`config.mk`:
```
export PLATFORM = sky130hd
export DESIGN_NAME = ycc_block_sequencer
export DESIGN_NICKNAME = d
export VERILOG_FILES = /design/src/rtl/ycc_block_sequencer.sv
export SDC_FILE = /design/constraint.sdc
export NUM_CORES = 2
export LEC_CHECK = 0
export CAP_MARGIN = 5
export CELL_PAD_IN_SITES_DETAIL_PLACEMENT = 1
export CELL_PAD_IN_SITES_GLOBAL_PLACEMENT = 1
export CORE_MARGIN = 8
export CORE_UTILIZATION = 50
export DETAILED_ROUTE_END_ITERATION = 6
export GPL_ROUTABILITY_DRIVEN = 0
export PLACE_DENSITY = 0.82
export SKIP_LAST_GASP = 1
export SYNTH_ARGS = -nofsm -noshare
export SYNTH_HDL_FRONTEND = slang
export SYNTH_SLANG_ARGS = --single-unit
```
`constraint.sdc`:
```
create_clock -name clk -period 3.9 [get_ports clk]
set_input_delay 0.39 -clock clk [delete_from_list [all_inputs] [get_ports clk]]
set_output_delay 0.39 -clock clk [all_outputs]
set_load 0.02 [all_outputs]
```
`src/rtl/ycc_block_sequencer.sv`:
```
// rtl/ycc_block_sequencer.sv - RGB to YCrCb block sequencer for one 8x8 JPEG block
//
// Purpose:
//   Accepts PIX_COUNT RGB pixels, converts each through one registered stage,
//   stores Y/Cr/Cb planes in an internal buffer, then drains the block
//   component-planar (Y, then Cr, then Cb) to the zig-zag/DCT stage.
//   Single-buffered: input stalls while a block drains.
//
// Ports:
//   clk        in   rising-edge clock
//   reset      in   asynchronous active-high reset
//   abort      in   synchronous; discards the current block, back to FILL
//   in_r/g/b   in   8-bit RGB sample
//   in_valid   in   pixel offered
//   in_ready   out  pixel accepted this cycle when in_valid
//   out_data   out  converted sample
//   out_comp   out  0=Y, 1=Cr, 2=Cb
//   out_index  out  raster index of the sample within the block
//   out_valid  out  out_data valid
//   out_ready  in   downstream accepts
//   out_last   out  final sample of each component
//   block_done out  one-cycle pulse after the final sample of a block transfers
module ycc_block_sequencer #(
  parameter int PIX_COUNT = 64,
  parameter bit CHROMA_EN = 1'b1
) (
  input  logic       clk,
  input  logic       reset,
  input  logic       abort,
  input  logic [7:0] in_r,
  input  logic [7:0] in_g,
  input  logic [7:0] in_b,
  input  logic       in_valid,
  output logic       in_ready,
  output logic [7:0] out_data,
  output logic [1:0] out_comp,
  output logic [5:0] out_index,
  output logic       out_valid,
  input  logic       out_ready,
  output logic       out_last,
  output logic       block_done
);

  localparam logic [2:0] S_FILL     = 3'd0;
  localparam logic [2:0] S_WAIT     = 3'd1;
  localparam logic [2:0] S_DRAIN_Y  = 3'd2;
  localparam logic [2:0] S_DRAIN_CR = 3'd3;
  localparam logic [2:0] S_DRAIN_CB = 3'd4;

  localparam logic [5:0] LAST_IDX = 6'(PIX_COUNT - 1);

  logic [2:0] r_state;
  logic [5:0] r_acc_cnt;   // pixels accepted so far in this block
  logic [5:0] r_wr_cnt;    // buffer write pointer, lags r_acc_cnt by the pipeline
  logic [5:0] r_rd_cnt;
  logic       r_pipe_valid;
  logic [7:0] r_pipe_y;
  logic [7:0] r_pipe_cr;
  logic [7:0] r_pipe_cb;
  logic       r_block_done;

  logic [7:0] r_buf_y  [0:PIX_COUNT-1];
  logic [7:0] r_buf_cr [0:PIX_COUNT-1];
  logic [7:0] r_buf_cb [0:PIX_COUNT-1];

  logic        w_in_ready;
  logic        w_accept;
  logic        w_drain;
  logic        w_xfer;
  logic        w_rd_last;
  logic [7:0]  w_rd_data;
  logic [1:0]  w_comp;

  logic signed [17:0] w_r_s;
  logic signed [17:0] w_g_s;
  logic signed [17:0] w_b_s;
  logic signed [17:0] w_y_sum;
  logic signed [17:0] w_cr_sum;
  logic signed [17:0] w_cb_sum;
  logic [7:0]         w_y;
  logic [7:0]         w_cr;
  logic [7:0]         w_cb;

  // Gated by reset so the port reads 0 while reset is held even though the
  // state register already sits at FILL.
  assign w_in_ready = (r_state == S_FILL) && !reset;
  assign w_accept   = in_valid && w_in_ready;
  assign w_drain    = (r_state == S_DRAIN_Y) || (r_state == S_DRAIN_CR) ||
                      (r_state == S_DRAIN_CB);
  assign w_xfer     = w_drain && out_ready;
  assign w_rd_last  = (r_rd_cnt == LAST_IDX);

  // Conversion: zero-extended samples, signed 18-bit sums, floor shift.
  assign w_r_s    = $signed({10'd0, in_r});
  assign w_g_s    = $signed({10'd0, in_g});
  assign w_b_s    = $signed({10'd0, in_b});
  assign w_y_sum  = 18'sd77 * w_r_s + 18'sd150 * w_g_s + 18'sd29 * w_b_s;
  assign w_cr_sum = 18'sd128 * w_r_s - 18'sd107 * w_g_s - 18'sd21 * w_b_s;
  assign w_cb_sum = 18'sd128 * w_b_s - 18'sd43 * w_r_s - 18'sd85 * w_g_s;
  assign w_y      = 8'(w_y_sum >>> 8);
  assign w_cr     = 8'(w_cr_sum >>> 8) + 8'd128;
  assign w_cb     = 8'(w_cb_sum >>> 8) + 8'd128;

  always_comb begin
    w_rd_data = 8'd0;
    w_comp    = 2'd0;
    case (r_state)
      S_DRAIN_Y:  w_rd_data = r_buf_y[r_rd_cnt];
      S_DRAIN_CR: begin
        w_rd_data = r_buf_cr[r_rd_cnt];
        w_comp    = 2'd1;
      end
      S_DRAIN_CB: begin
        w_rd_data = r_buf_cb[r_rd_cnt];
        w_comp    = 2'd2;
      end
      default: ;
    endcase
  end

  always_ff @(posedge clk or posedge reset) begin
    if (reset) begin
      r_state      <= S_FILL;
      r_acc_cnt    <= 6'd0;
      r_wr_cnt     <= 6'd0;
      r_rd_cnt     <= 6'd0;
      r_pipe_valid <= 1'b0;
      r_pipe_y     <= 8'd0;
      r_pipe_cr    <= 8'd0;
      r_pipe_cb    <= 8'd0;
      r_block_done <= 1'b0;
    end else if (abort) begin
      // Abort wins over accept, pipeline write and drain transfer alike.
      r_state      <= S_FILL;
      r_acc_cnt    <= 6'd0;
      r_wr_cnt     <= 6'd0;
      r_rd_cnt     <= 6'd0;
      r_pipe_valid <= 1'b0;
      r_block_done <= 1'b0;
    end else begin
      r_block_done <= 1'b0;
      r_pipe_valid <= w_accept;
      if (w_accept) begin
        r_pipe_y  <= w_y;
        r_pipe_cr <= w_cr;
        r_pipe_cb <= w_cb;
        r_acc_cnt <= (r_acc_cnt == LAST_IDX) ? 6'd0 : r_acc_cnt + 6'd1;
      end
      if (r_pipe_valid) begin
        r_wr_cnt <= (r_wr_cnt == LAST_IDX) ? 6'd0 : r_wr_cnt + 6'd1;
      end
      if (w_xfer) begin
        r_rd_cnt <= w_rd_last ? 6'd0 : r_rd_cnt + 6'd1;
      end
      case (r_state)
        S_FILL: begin
          if (w_accept && (r_acc_cnt == LAST_IDX)) r_state <= S_WAIT;
        end
        // One idle cycle so the final pixel leaves the pipeline register.
        S_WAIT: r_state <= S_DRAIN_Y;
        S_DRAIN_Y: begin
          if (w_xfer && w_rd_last) begin
            if (CHROMA_EN) begin
              r_state <= S_DRAIN_CR;
            end else begin
              r_state      <= S_FILL;
              r_block_done <= 1'b1;
            end
          end
        end
        S_DRAIN_CR: begin
          if (w_xfer && w_rd_last) r_state <= S_DRAIN_CB;
        end
        S_DRAIN_CB: begin
          if (w_xfer && w_rd_last) begin
            r_state      <= S_FILL;
            r_block_done <= 1'b1;
          end
        end
        default: r_state <= S_FILL;
      endcase
    end
  end

  // Buffer contents are deliberately not reset.
  always_ff @(posedge clk) begin
    if (r_pipe_valid && !abort) begin
      r_buf_y[r_wr_cnt]  <= r_pipe_y;
      r_buf_cr[r_wr_cnt] <= r_pipe_cr;
      r_buf_cb[r_wr_cnt] <= r_pipe_cb;
    end
  end

  assign in_ready   = w_in_ready;
  assign out_valid  = w_drain;
  assign out_data   = w_rd_data;
  assign out_comp   = w_comp;
  assign out_index  = w_drain ? r_rd_cnt : 6'd0;
  assign out_last   = w_drain && w_rd_last;
  assign block_done = r_block_done;

endmodule
```
==> flow_metrics.env <==
export IMPL_vias=43600
export IMPL_totalPowerFinal_mw=58.3
export IMPL_dp_cells=5636
export IMPL_cpMostUsedCell="fa_1"
export IMPL_synth_avg_cell_area_um2=19.2
export IMPL_clk_pin_slew_ps=80
export IMPL_htreeDepth=4
export IMPL_grt_pass1_wl_um=334000
export IMPL_relSlewSlack_pct=1.13
export IMPL_whs_ps=244
export IMPL_synth_top_area_share_pct=67.3
export IMPL_tightestPinTransition_ps=1480
export IMPL_critPathKind="input pin to flop"
export IMPL_wl_per_cell_um=44.0
export IMPL_synth_edff_count=1536
export IMPL_synth_area_top_cells="edfxtp_1, mux4_2, ha_1, fa_1, mux2i_1"
export IMPL_crit_path_top_delay_cell="fa_2"
export IMPL_worst_path_max_fanout=3
export IMPL_clkSinkCount=1583
export IMPL_synth_most_common_cell="edfxtp_1"
export IMPL_critical_path_startpoint_type="input pin"
export IMPL_first_iter_violations=8271
export IMPL_final_setup_viol_count=33
export IMPL_endpoint_kind="flop"
export IMPL_synth_seq_cells=1583
export IMPL_timing_final_max_slew_violations=0
export IMPL_syn_instance_count=3571
export IMPL_place_hpwl_um=117000
export IMPL_violations="negative setup slack"
export IMPL_cts_buffer_depth=3
export IMPL_drive_gt1_share_pct=35.2
export IMPL_yosys_area_top_type="edfxtp_1"
export IMPL_syn_num_nets=3944
export IMPL_min_period_over_period_pct=150
export IMPL_antenna_found_initial=9
export IMPL_syn2layout_area_growth_pct=19.8
export IMPL_yosys_top_cells_count="edfxtp_1, mux4_2, inv_1"
export IMPL_via_per_inst=7.25
export IMPL_firstDrtPassIters=6
export IMPL_root_buffer="clkbuf_16"
export IMPL_tritoncts="yes"
export IMPL_fillers=11600
export IMPL_final_nets=4475
export IMPL_fmax_ghz=0.171
export IMPL_die_area_mm2=0.149
export IMPL_async_reset_ff_share_pct=2.97
export IMPL_fp_dieW_um=386
export IMPL_vdd_ir_drop_max_v=0.000803
export IMPL_place_ws_ps=-3150
export IMPL_rsz0062_at_grt="yes"
export IMPL_cts_made_buffers=152
export IMPL_synth_flop_cell="edfxtp_1"
export IMPL_die_y_um=386
export IMPL_max_cap_viol_count=0
export IMPL_port_buffer_count=48
export IMPL_syn_area_mm2=0.0686
export IMPL_final_antenna_net_count=0
export IMPL_synth_cell_types=63
export IMPL_worstSkewPairLatency_ps=830
export IMPL_track_usage_pct=31.7
export IMPL_fin_setup_tns_ps=-43530
export IMPL_yosys_warnings=0
export IMPL_arrival_ps=6500
export IMPL_max_stage_delay_ps=580
export IMPL_rows=136
export IMPL_coreArea_mm2=0.137
export IMPL_hold_class="input pin to asynchronous set/reset pin"
export IMPL_grt_max_degree=66
export IMPL_drt_total_wl_um=264000
export IMPL_setup_slack_ps=-1950
export IMPL_status="finished with violations"
export IMPL_power_density_mw_per_mm2=710
export IMPL_initial_utilization_pct=50.1
export IMPL_drc=0
export IMPL_boundaryPins=49
export IMPL_min_period_ps=5850
export IMPL_cp_cell_sequence="buf_8 > ha_4 > ha_4 > fa_2 > ha_4 > buf_4 > buf_4 > xnor2_2 > fa_1 > fa_1 > fa_1 > inv_1 > fa_1 > ha_1 > nand3_4 > a21oi_2 > or3_4 > o31a_1 > a41oi_4 > nor4b_2 > or3_4"
export IMPL_p_leak_nw=27.4
export IMPL_finalClockSkew_ps=69.2
export IMPL_grt_pass1_vias=43400
export IMPL_hold_buffers=0
export IMPL_hold_viol_final=0
export IMPL_crit_required_ps=4550
export IMPL_synth_seq_area_share_pct=69.0
export IMPL_grt_overflow=0
export IMPL_finalNonFillerCells=6011
metal layers:
| layer | up-vias | routed length (um) | global-route usage [%] | part of all wire (%) |
|---|---|---|---|---|
| li1 | 15300 | - | - | - |
| met1 | 21800 | 83500 | 39.5 | 32 |
| met2 | 5097 | 122000 | 51.2 | 46 |
| met3 | 1373 | 37700 | 8.71 | 14 |
| met4 | 8 | 21400 | 16.3 | 8.1 |
| met5 | - | 56 | 0 | 0.021 |
what timing repair did:
item | CTS | global route
buffers inserted | 48 | 58
resized for setup | 332 | 158
gates cloned | 6 | 6
endpoints found under the setup margin | 32 | 32
pin swaps | 119 | 98
critical path: cells and delay by family:
family | cells | cell delay, ps
adders and majority gates | 9 | 3650
buffers and inverters | 4 | 440
xor gates and xnor gates | 1 | 310
and+or+nand+nor | 4 | 1030
AOI/OAI and AO/OA | 3 | 640
cells by family after synthesis:
family,Yosys count,share of synthesized area (%)
flops,1583,69.0
mux,546,15.0
buf+inv,393,2.42
fa+ha+maj,344,7.66
compound gates,336,3.08
simple gates,317,2.17
xor+xnor,52,0.664
path summary, 6_finish.rpt:
check                                  end  cells after the start    startpoint  slack [ps]
max                           r_pipe_cr[7]                     21       in_b[2]       -1950
min                            r_rd_cnt[0]                      2         reset         240
max reg2reg                r_buf_cr[48][5]                      5  r_pipe_valid         410
min reg2reg                    r_pipe_y[6]                      2   r_pipe_y[6]         530
max in group asynchronous     r_pipe_cb[4]                      3         reset        2710
min in group clk               r_pipe_y[6]                      2   r_pipe_y[6]         530
layout make-up:
class / count / area [um2] / share of cell area, %
well taps: 1794 / 2240 / 2.73
multi-input cells: 1595 / 21600 / 26.3
flip-flops and latches: 1583 / 47300 / 57.7
repair buffers: 539 / 5350 / 6.52
inverters: 231 / 870 / 1.06
clock inverters: 80 / 711 / 0.866
diodes: 4 / 10.0 / 0.0122
clock buffers: 185 / 3960 / 4.82
sequential cells by signal, indices dropped and copies added, names as in the netlist, 3 cells and up:
| name | count |
|---|---|
| r_buf_cr | 512 |
| r_buf_cb | 512 |
| r_pipe_y | 8 |
| r_pipe_cb | 8 |
| r_rd_cnt | 6 |
| r_acc_cnt | 6 |
| r_pipe_cr | 8 |
| r_buf_y | 512 |
| r_state | 3 |
| r_wr_cnt | 6 |
where the power goes:
group          switching (mW)  leakage, nW  total [mW]  internal (mW)
sequential               1.50         14.5        22.5           21.0
clock                    7.49         2.27        15.3           7.83
combinational            11.1         10.6        20.5           9.34
cells in the final DEF (no fill, tap or decap), drive strengths merged, types with 5 or more instances in the layout:
| cell | n |
|---|---|
| nor2b | 12 |
| bufinv | 8 |
| o31ai | 6 |
| buf | 506 |
| and2 | 10 |
| nor3 | 14 |
| fa | 126 |
| mux2i | 134 |
| o21a | 7 |
| or2 | 5 |
| and3 | 6 |
| mux4 | 384 |
| a22oi | 30 |
| a31oi | 5 |
| nand2 | 77 |
| nor2 | 113 |
| or3 | 21 |
| a21oi | 69 |
| a21o | 10 |
| ha | 218 |
| edfxtp | 1536 |
| xor2 | 24 |
| nand2b | 7 |
| clkinv | 54 |
| o21ai | 114 |
| clkinvlp | 5 |
| dfrtp | 47 |
| xnor2 | 28 |
| a221oi | 30 |
| clkbuf | 191 |
| clkdlybuf4s50 | 24 |
| mux2 | 28 |
| o22ai | 25 |
| inv | 244 |
| nand3 | 30 |
stage by stage:
step                      util [%]  area [um2]
after global placement        54.5       74500
after floorplan                  -       69000
final                         60.0       82100
after global routing          60.0       82100
after CTS                     59.0       80700
after detailed placement      54.5       74500
Power figures use the tool's default switching activity.
